[src/rtl/cpu_pkg.sv]
// Shared opcode constants, sequencer state encoding and decode helper for the
// sequencer/ALU pair.
package cpu_pkg;

    // Register-operand ops are identified by the upper nibble alone.
    localparam logic [3:0] OP_ADD   = 4'h1;
    localparam logic [3:0] OP_SUB   = 4'h2;
    localparam logic [3:0] OP_MUL   = 4'h3;
    localparam logic [3:0] OP_AND   = 4'h5;
    localparam logic [3:0] OP_XOR   = 4'h6;
    localparam logic [3:0] OP_CMP   = 4'h7;
    localparam logic [3:0] OP_MOVRA = 4'h8;
    localparam logic [3:0] OP_MOVAR = 4'h9;

    // Operand-less ops are full-byte encodings.
    localparam logic [7:0] OP_LSL = 8'h01;
    localparam logic [7:0] OP_LSR = 8'h02;
    localparam logic [7:0] OP_INC = 8'h06;
    localparam logic [7:0] OP_DEC = 8'h07;
    localparam logic [7:0] OP_NOP = 8'h00;
    localparam logic [7:0] OP_HLT = 8'hFF;

    typedef enum logic [2:0] {
        ST_FETCH  = 3'd0,
        ST_DECODE = 3'd1,
        ST_EXEC   = 3'd2,
        ST_WB     = 3'd3,
        ST_HALT   = 3'd4
    } seq_state_t;

    function automatic logic is_alu_op(input logic [7:0] instr);
        logic result;
        result = 1'b0;
        case (instr[7:4])
            OP_ADD, OP_SUB, OP_MUL, OP_AND, OP_XOR, OP_CMP: result = 1'b1;
            4'h0: result = (instr == OP_LSL) || (instr == OP_LSR) ||
                           (instr == OP_INC) || (instr == OP_DEC);
            default: result = 1'b0;
        endcase
        return result;
    endfunction

endpackage

[src/rtl/reg_file.sv]
// General register file: one synchronous write port, one combinational read
// port, every entry cleared by reset.
module reg_file #(
    parameter int DEPTH = 16,
    parameter int WIDTH = 8
) (
    input  logic                     clk,
    input  logic                     rst,
    input  logic                     we,
    input  logic [$clog2(DEPTH)-1:0] waddr,
    input  logic [WIDTH-1:0]         wdata,
    input  logic [$clog2(DEPTH)-1:0] raddr,
    output logic [WIDTH-1:0]         rdata
);

    localparam int AW = $clog2(DEPTH);

    logic [WIDTH-1:0] rd_array [DEPTH];

    // Entries are discrete flops so that reset can clear the whole file at once.
    generate
        for (genvar gi = 0; gi < DEPTH; gi++) begin : g_entry
            logic [WIDTH-1:0] entry_reg;

            always_ff @(posedge clk) begin
                if (rst) begin
                    entry_reg <= '0;
                end else if (we && (waddr == AW'(gi))) begin
                    entry_reg <= wdata;
                end
            end

            assign rd_array[gi] = entry_reg;
        end
    endgenerate

    assign rdata = rd_array[raddr];

endmodule

[src/rtl/exec_sequencer.sv]
// Multi-cycle fetch/decode/execute/write-back controller that drives the ALU
// and owns the accumulator, flags, program counter and register file.
module exec_sequencer
    import cpu_pkg::*;
#(
    parameter int PC_W     = 8,
    parameter int RF_DEPTH = 16
) (
    input  logic            clk,
    input  logic            rst,
    output logic [PC_W-1:0] imem_addr,
    output logic            imem_req,
    input  logic [7:0]      imem_data,
    input  logic            imem_valid,
    output logic [7:0]      opcode,
    output logic [7:0]      acc_to_alu,
    output logic [7:0]      data_reg,
    input  logic [7:0]      acc_out,
    input  logic [7:0]      ext,
    input  logic            cb,
    output logic [7:0]      acc,
    output logic [7:0]      ext_reg,
    output logic            cb_flag,
    output logic [PC_W-1:0] pc,
    output logic            halted
);

    localparam int RF_AW = $clog2(RF_DEPTH);

    seq_state_t      state_reg, state_next;
    logic [7:0]      ir_reg, ir_next;
    logic [PC_W-1:0] pc_reg, pc_next;
    logic [7:0]      acc_reg, acc_next;
    logic [7:0]      ext_latch_reg, ext_latch_next;
    logic            cb_reg, cb_next;

    logic            rf_we;
    logic [7:0]      rf_rdata;
    logic            fetch_req;
    logic [7:0]      opcode_drive;
    logic [7:0]      data_drive;

    reg_file #(
        .DEPTH (RF_DEPTH),
        .WIDTH (8)
    ) u_reg_file (
        .clk   (clk),
        .rst   (rst),
        .we    (rf_we),
        .waddr (ir_reg[RF_AW-1:0]),
        .wdata (acc_reg),
        .raddr (ir_reg[RF_AW-1:0]),
        .rdata (rf_rdata)
    );

    always_ff @(posedge clk) begin
        if (rst) begin
            state_reg     <= ST_FETCH;
            ir_reg        <= 8'h00;
            pc_reg        <= '0;
            acc_reg       <= 8'h00;
            ext_latch_reg <= 8'h00;
            cb_reg        <= 1'b0;
        end else begin
            state_reg     <= state_next;
            ir_reg        <= ir_next;
            pc_reg        <= pc_next;
            acc_reg       <= acc_next;
            ext_latch_reg <= ext_latch_next;
            cb_reg        <= cb_next;
        end
    end

    always_comb begin
        state_next     = state_reg;
        ir_next        = ir_reg;
        pc_next        = pc_reg;
        acc_next       = acc_reg;
        ext_latch_next = ext_latch_reg;
        cb_next        = cb_reg;
        rf_we          = 1'b0;
        fetch_req      = 1'b0;
        opcode_drive   = 8'h00;
        data_drive     = 8'h00;

        case (state_reg)
            ST_FETCH: begin
                fetch_req = 1'b1;
                if (imem_valid) begin
                    ir_next    = imem_data;
                    pc_next    = pc_reg + PC_W'(1);
                    state_next = ST_DECODE;
                end
            end
            ST_DECODE: begin
                if (is_alu_op(ir_reg)) begin
                    state_next = ST_EXEC;
                end else if (ir_reg[7:4] == OP_MOVRA) begin
                    rf_we      = 1'b1;
                    state_next = ST_FETCH;
                end else if (ir_reg[7:4] == OP_MOVAR) begin
                    acc_next   = rf_rdata;
                    state_next = ST_FETCH;
                end else if (ir_reg == OP_HLT) begin
                    state_next = ST_HALT;
                end else begin
                    state_next = ST_FETCH;
                end
            end
            ST_EXEC: begin
                opcode_drive = ir_reg;
                // Shift/increment ops carry no register operand.
                data_drive   = (ir_reg[7:4] != 4'h0) ? rf_rdata : 8'h00;
                state_next   = ST_WB;
            end
            ST_WB: begin
                ext_latch_next = ext;
                cb_next        = cb;
                if (ir_reg[7:4] != OP_CMP) begin
                    acc_next = acc_out;
                end
                state_next = ST_FETCH;
            end
            ST_HALT: begin
                state_next = ST_HALT;
            end
            default: begin
                state_next = ST_FETCH;
            end
        endcase
    end

    // Outputs to memory and ALU read as idle for the whole reset cycle.
    assign imem_req   = fetch_req & ~rst;
    assign opcode     = rst ? 8'h00 : opcode_drive;
    assign data_reg   = rst ? 8'h00 : data_drive;
    assign imem_addr  = pc_reg;
    assign acc_to_alu = acc_reg;
    assign acc        = acc_reg;
    assign ext_reg    = ext_latch_reg;
    assign cb_flag    = cb_reg;
    assign pc         = pc_reg;
    assign halted     = (state_reg == ST_HALT);

endmodule
[config.mk]
export PLATFORM = sky130hd
export DESIGN_NAME = exec_sequencer
export DESIGN_NICKNAME = d
export VERILOG_FILES = /design/src/rtl/cpu_pkg.sv /design/src/rtl/reg_file.sv /design/src/rtl/exec_sequencer.sv
export SDC_FILE = /design/constraint.sdc
export NUM_CORES = 1
export LEC_CHECK = 0
export ABC_AREA = 1
export CORE_ASPECT_RATIO = 1.4
export CORE_MARGIN = 1
export CORE_UTILIZATION = 55
export CTS_BUF_LIST = sky130_fd_sc_hd__clkbuf_4 sky130_fd_sc_hd__clkbuf_8 sky130_fd_sc_hd__clkbuf_16
export CTS_CLUSTER_SIZE = 24
export DETAILED_ROUTE_END_ITERATION = 6
export PLACE_DENSITY = 0.78
export SLEW_MARGIN = 20
export SYNTH_ARGS = -nofsm -noshare
export SYNTH_HDL_FRONTEND = slang
export SYNTH_SLANG_ARGS = --single-unit
[constraint.sdc]
create_clock -name clk -period 2.83 [get_ports clk]
set_clock_uncertainty 0.1 [all_clocks]
set_input_delay 0.4245 -clock clk [delete_from_list [all_inputs] [get_ports clk]]
set_output_delay 0.4245 -clock clk [all_outputs]
set_load 0.02 [all_outputs]
==> results of run 1 <==
## final timing paths
kind                                                           from                                   to  cells after the start
worst max-delay path                                      ir_reg[0]                          data_reg[7]                     11
worst min-delay path            u_reg_file.g_entry[12].entry_reg[5]  u_reg_file.g_entry[12].entry_reg[5]                      2
worst max register to register                         state_reg[0]  u_reg_file.g_entry[12].entry_reg[0]                      7
worst min register to register  u_reg_file.g_entry[12].entry_reg[5]  u_reg_file.g_entry[12].entry_reg[5]                      2
## cell type report
type                       count  share of cell area
clock buffer                  19              0.0491
clock inverter                13              0.0151
inverter                      68              0.0281
multi-input combinational    811               0.396
sequential                   164               0.362
tap                          182              0.0251
timing repair buffer         106               0.125
## worst min-delay path: stages (launching register included)
cell     delay (ps)
dfxtp_1         300
inv_1            50
a21oi_1          50
## layer usage
| layer | global-route usage | vias up |
|---|---|---|
| met3 | 0.0783 | 67 |
| met5 | 0 | - |
| met1 | 0.387 | 3341 |
| met4 | 0.177 | 0 |
| li1 | - | 3669 |
| met2 | 0.544 | 311 |
## layout by cell type, fill, tap and decap left out, types with 2 or more instances in the layout
master | netlist | routed
nand2_1 | 354 | 354
inv_8 | 0 | 2
nor2_1 | 130 | 130
xor2_1 | 2 | 2
inv_6 | 0 | 6
dfxtp_1 | 164 | 162
clkinvlp_4 | 0 | 2
nand3_1 | 12 | 12
inv_2 | 13 | 14
a21oi_1 | 102 | 102
buf_4 | 24 | 11
clkbuf_16 | 0 | 18
clkdlybuf4s50_1 | 0 | 71
nor2_4 | 13 | 13
nand2_2 | 5 | 5
nor2_2 | 3 | 3
nor3_1 | 7 | 7
dlygate4sd2_1 | 0 | 6
o21ai_1 | 15 | 15
o21ai_0 | 154 | 154
clkinv_1 | 3 | 3
a211oi_1 | 7 | 7
nand4_1 | 3 | 3
inv_1 | 52 | 51
clkinv_4 | 0 | 2
dlymetal6s2s_1 | 0 | 8
buf_12 | 0 | 7
## cells by family (layout without fill, tap and decap cells)
| kind of cell | Yosys count | in the layout |
|---|---|---|
| xor gates and xnor gates | 2 | 2 |
| and+or+nand+nor | 529 | 529 |
| buffers and inverters | 149 | 206 |
| DFF | 164 | 164 |
| AOI/OAI and AO/OA | 279 | 279 |
| adders and majority gates | 1 | 1 |
## what timing repair did
item,CTS,global route
endpoints found under the setup margin,8,9
gates resized for setup,8,11
cloned,0,1
## power groups by stage
| stage | registers, µW | clock network [µW] | logic (µW) |
|---|---|---|---|
| 3_5_place_dp | 2420 | 0 | 435 |
| 5_1_grt | 2380 | 2410 | 482 |
| 2_1_floorplan | 2430 | 0 | 246 |
| 6_report | 2370 | 2300 | 452 |
| 3_3_place_gp | 2420 | 0 | 433 |
| 4_1_cts | 2370 | 2310 | 438 |
## stage by stage
stage           util  hold WS, ps
3_3_place_gp   0.632          332
5_1_grt        0.679          373
4_1_cts        0.675          351
3_5_place_dp   0.632          341
6_report       0.679          345
2_1_floorplan      -          324
==> results.yml, run 1 <==
die:
  start_util: 0.564
  die_h_um: 141
  die_w_um: 101
  rows: 50
  core-area_um2: 13400
  io_pins: 87
  die_area_um2: 14200
grt:
  grt_pass1_vias: 6996
  overflow: 0
  grt_start_max_net_pins: 69
  grt_pass1_wl_um: 35600
  antenna_found_initial: 0
  track_usage: 0.328
worst_setup_path:
  cp_num_buf_inv: 3
  cpMaxStageDelayCell: "dfxtp_4"
  startpoint_type: "register"
  crit_family: "simple AND/OR/NAND/NOR gates"
  crit_type: "reg -> out"
  cp_max_fo: 35
  critical_path.max_stage_delay_ps: 390
  path_cells: "inv_2, buf_12, nand2_1, nand2_1, nand2_1, nand2_1, nand2_1, nand2_1, nor2_1, nor2_1, dlygate4sd2_1"
  r2r_slack_ps: 670
  end_kind: "output port"
  crit_top_cell: "nand2_1"
  crit_arrival_ps: 2180
  cp.required_ps: 2310
power_and_ir_drop:
  vdd_drop_max_mv: 0.371
  p_leak_uw: 0.00419
  p_int_uw: 3770
  p_switching_uw: 1360
  switching_share: 0.265
  total_power_uw: 5130
  powerDensity_nw_per_um2: 564
  comb_power_share: 0.088
  clockPowerShare: 0.449
  seqPwrFrac: 0.463
finish:
  fin_cells: 1363
  multi_input_area_um2: 3600
  fin_area_um2: 9090
  largest_reg_flops: 128
  syn_to_final_growth_pct: 20.4
  fill_cells: 1153
  finalNetCount: 1197
  seq_area_um2: 3290
  n_antenna_cell: 0
  layout-drive-gt1-share: 0.0771
timing:
  report.final.setup_viol: 0
  post-route-min-period_ps: 2710
  setup_ws_ps: 123
  timing_hold_violations_final: 0
  worstMarginPinSlew_ps: 640
  slew-limit-headroom: 0.573
  tns_ps: 0
  rsz0062_at_grt: "false"
  fin_crit_sh: 0.957
  clock.fmax_ghz: 0.369
  slew_violations: 0
place:
  gp_congestion: 0.900
  place_area_um2: 8460
  dpl.cell_count: 1330
  io_buffers: 86
  dp_hpwl_um: 14400
  dpl_worst_slack_ps: 294
yosys:
  synth_common_cells: "nand2_1 (354), dfxtp_1 (164), o21ai_0 (154)"
  synth.top_cell.area_share: 0.435
  synth_area_um2: 7550
  yosysUniqueCellTypes: 25
  yosys.area_share.adder: 0.00166
  yosys_warnings: 0
  synth_edf_count: 0
  synth-simple-area-share: 0.285
  synth-seq-cells: 164
  synth_most_common_cell: "nand2_1"
  synth_mux_area_frac: 0
  avgSynthCellArea_um2: 6.72
  synth-main-ff-cell: "dfxtp_1"
  synth_nets: 1153
  netlist_instances: 1124
  synth-xor-area-share: 0.00232
  synth_compound_area_frac: 0.188
  synth_top_family_by_area: "simple AND/OR/NAND/NOR gates"
  async_flop_share: 0
  seq_area_frac_synth: 0.435
  yosys-top-cells-area: "dfxtp_1 (43%), nand2_1 (18%), o21ai_0 (10%)"
  synth_largest_area_cell: "dfxtp_1"
route:
  ant_nets: 0
  wl_per_cell_um: 16.2
  wl_met1_um: 8600
  highest_layer: "met4"
  drt_first_pass_iters: 5
  wl_met2_um: 10700
  finalWirelength_um: 22100
  drc: 0
  via_per_inst: 5.42
  via_count: 7388
  dr_wl_met3_um: 1680
  drt_iter0_drc: 528
clocking:
  cts_sinks: 164
  clockBufferDepth: 2
  cts_made_buffers: 17
  htree_levels: 4
  root_buffer: "clkbuf_16"
  post_cts_buffers: 0
  clkTransAtPathRegs_ps: 60
  hold_buffers: 0
  clk_latency_ps: 430
  tritoncts: "done"
hold_path:
  worstHoldPathType: "reg -> reg"
job:
  drv_cap: 0
outcome:
  status: "finished clean"
(Power assumes the default switching activity.)
==> inputs of run 2 (changes only) <==
--- a/config.mk
+++ b/config.mk
@@ -12,7 +12,8 @@
 export CTS_BUF_LIST = sky130_fd_sc_hd__clkbuf_4 sky130_fd_sc_hd__clkbuf_8 sky130_fd_sc_hd__clkbuf_16
 export CTS_CLUSTER_SIZE = 24
 export DETAILED_ROUTE_END_ITERATION = 6
-export PLACE_DENSITY = 0.78
+export DONT_BUFFER_PORTS = 1
+export PLACE_DENSITY = 0.7
 export SLEW_MARGIN = 20
 export SYNTH_ARGS = -nofsm -noshare
 export SYNTH_HDL_FRONTEND = slang
==> run 2 against run 1 <==
Compared with the run above:
- core utilization down 6.9 points
- cell count down 6.3%
- sequential share of layout area up 4.0 points
- non-clock buffer count down 86
- maximum frequency up 2.0%
- first-iteration DRC count down 16%
- worst hold slack worse by 310 ps
- critical path depth down 5
- register-to-register slack worse by 70 ps
- cell area down 10%
- via count down 5.6%
- clock power up 2%
- critical endpoint is now data_reg[6]
==> results.yml, run 2 (synthesized netlist as in run 1, its figures left out) <==
job:
  drv_cap: 0
outcome:
  status: "finished clean"
timing:
  clock.fmax_ghz: 0.377
  rsz0062_at_grt: "false"
  slew-limit-headroom: 0.530
  tns_ps: 0
  worstMarginPinSlew_ps: 700
  post-route-min-period_ps: 2650
  slew_violations: 0
  fin_crit_sh: 0.937
  report.final.setup_viol: 0
  timing_hold_violations_final: 0
route:
  drt_first_pass_iters: 5
  finalWirelength_um: 21600
  wl_per_cell_um: 16.9
  drt_iter0_drc: 444
  via_count: 6973
  via_per_inst: 5.46
  ant_nets: 0
  drc: 0
grt:
  grt_start_max_net_pins: 85
  antenna_found_initial: 0
  grt_pass1_wl_um: 34300
  overflow: 0
  track_usage: 0.320
  grt_pass1_vias: 6406
finish:
  layout-drive-gt1-share: 0.0822
  finalNetCount: 1111
  largest_reg_flops: 128
  final_common_cell: "nand2_1"
  final_cell_mix: "nand2_1 (354), dfxtp_1 (163), o21ai_0 (154)"
  fill_cells: 1283
  final_core_util: 0.610
  n_antenna_cell: 0
  fin_area_um2: 8170
  syn_to_final_growth_pct: 8.20
clocking:
  post_cts_buffers: 0
  cts_made_buffers: 17
  root_buffer: "clkbuf_16"
  cts_sinks: 164
  clk_latency_ps: 430
  clkTransAtPathRegs_ps: 70
  clockBufferDepth: 2
  htree_levels: 4
  tritoncts: "done"
worst_setup_path:
  path_cells: "inv_1, nor3_1, inv_1, nor2_1, o21ai_1, nor2_1"
  crit_type: "reg -> out"
  startpoint_type: "register"
  crit_family: "simple AND/OR/NAND/NOR gates"
  crit_arrival_ps: 2130
  end_kind: "output port"
  critical_path.max_stage_delay_ps: 460
  cpMaxStageDelayCell: "nor2_1"
  cp_num_buf_inv: 2
  cp_max_fo: 8
  cp.required_ps: 2310
die:
  io_pins: 87
  core-area_um2: 13400
  die_area_um2: 14200
  die_w_um: 101
  start_util: 0.564
  rows: 50
  die_h_um: 141
place:
  io_buffers: 0
  dp_hpwl_um: 13900
  place_area_um2: 7550
  gp_congestion: 0.931
power_and_ir_drop:
  powerDensity_nw_per_um2: 621
  vdd_drop_max_mv: 0.378
  p_leak_uw: 0.00369
hold_path:
  worstHoldPathType: "in -> reg"
run 2: per-stage QoR:
stage / total power (µW) / cells / setup slack (ps) / hold slack, ps
3_5_place_dp: 2760 / 1244 / 555 / 339
3_3_place_gp: 2760 / 1244 / 581 / 334
4_1_cts: 5070 / 1277 / 101 / 26.3
5_1_grt: 5220 / 1277 / 0.145 / 22.9
6_report: 5070 / 1277 / 177 / 31.0
2_1_floorplan: 2670 / 1124 / 863 / 324
run 2: power breakdown:
group          leakage, µW  internal (µW)  total [µW]  switching [µW]
Clock             0.000298           1270        2350            1080
Sequential         0.00132           2340        2380            41.1
Combinational      0.00207           75.2         342             267
run 2: worst paths after layout:
kind                                             from                                   to  slack [ps]  cells past startpoint
setup reg to reg                            ir_reg[0]  u_reg_file.g_entry[12].entry_reg[7]         600                      7
hold reg to reg   u_reg_file.g_entry[12].entry_reg[4]  u_reg_file.g_entry[12].entry_reg[4]         350                      2
hold / removal                                 ext[5]                           ext_reg[5]          30                      2
setup / recovery                         state_reg[1]                          data_reg[6]         180                      6
run 2: area by class of cell:
cell class / count / area [µm²] / share of cell area
Clock buffer: 17 / 425 / 0.0521
Clock inverter: 15 / 180 / 0.0221
Inverter: 68 / 258 / 0.0315
Tap cell: 182 / 228 / 0.0279
Multi-Input combinational cell: 811 / 3600 / 0.441
Sequential cell: 164 / 3280 / 0.402
Timing Repair Buffer: 20 / 190 / 0.0233
run 2: repair_timing:
item                       4_1_cts  5_1_grt
gates resized for setup          0        2
hold buffers                     1        0
hold endpoints to repair        15        0
setup endpoints to repair        0        4
run 2: per-layer routing:
metal  vias to the layer above  GRT usage  part of all wire
met5                         -          0                 0
li1                       3498          -                 -
met2                       292      0.509              0.47
met1                      3121      0.415              0.41
met3                        62     0.0555             0.068
met4                         0      0.169             0.045
==> inputs of run 3 (changes only) <==
--- a/config.mk
+++ b/config.mk
@@ -10,7 +10,7 @@
 export CORE_MARGIN = 1
 export CORE_UTILIZATION = 55
 export CTS_BUF_LIST = sky130_fd_sc_hd__clkbuf_4 sky130_fd_sc_hd__clkbuf_8 sky130_fd_sc_hd__clkbuf_16
-export CTS_CLUSTER_SIZE = 24
+export CTS_CLUSTER_SIZE = 28
 export DETAILED_ROUTE_END_ITERATION = 6
 export DONT_BUFFER_PORTS = 1
 export PLACE_DENSITY = 0.7
==> results of run 3 <==
Final layout, timing and power as in run 2 (identical DEF).
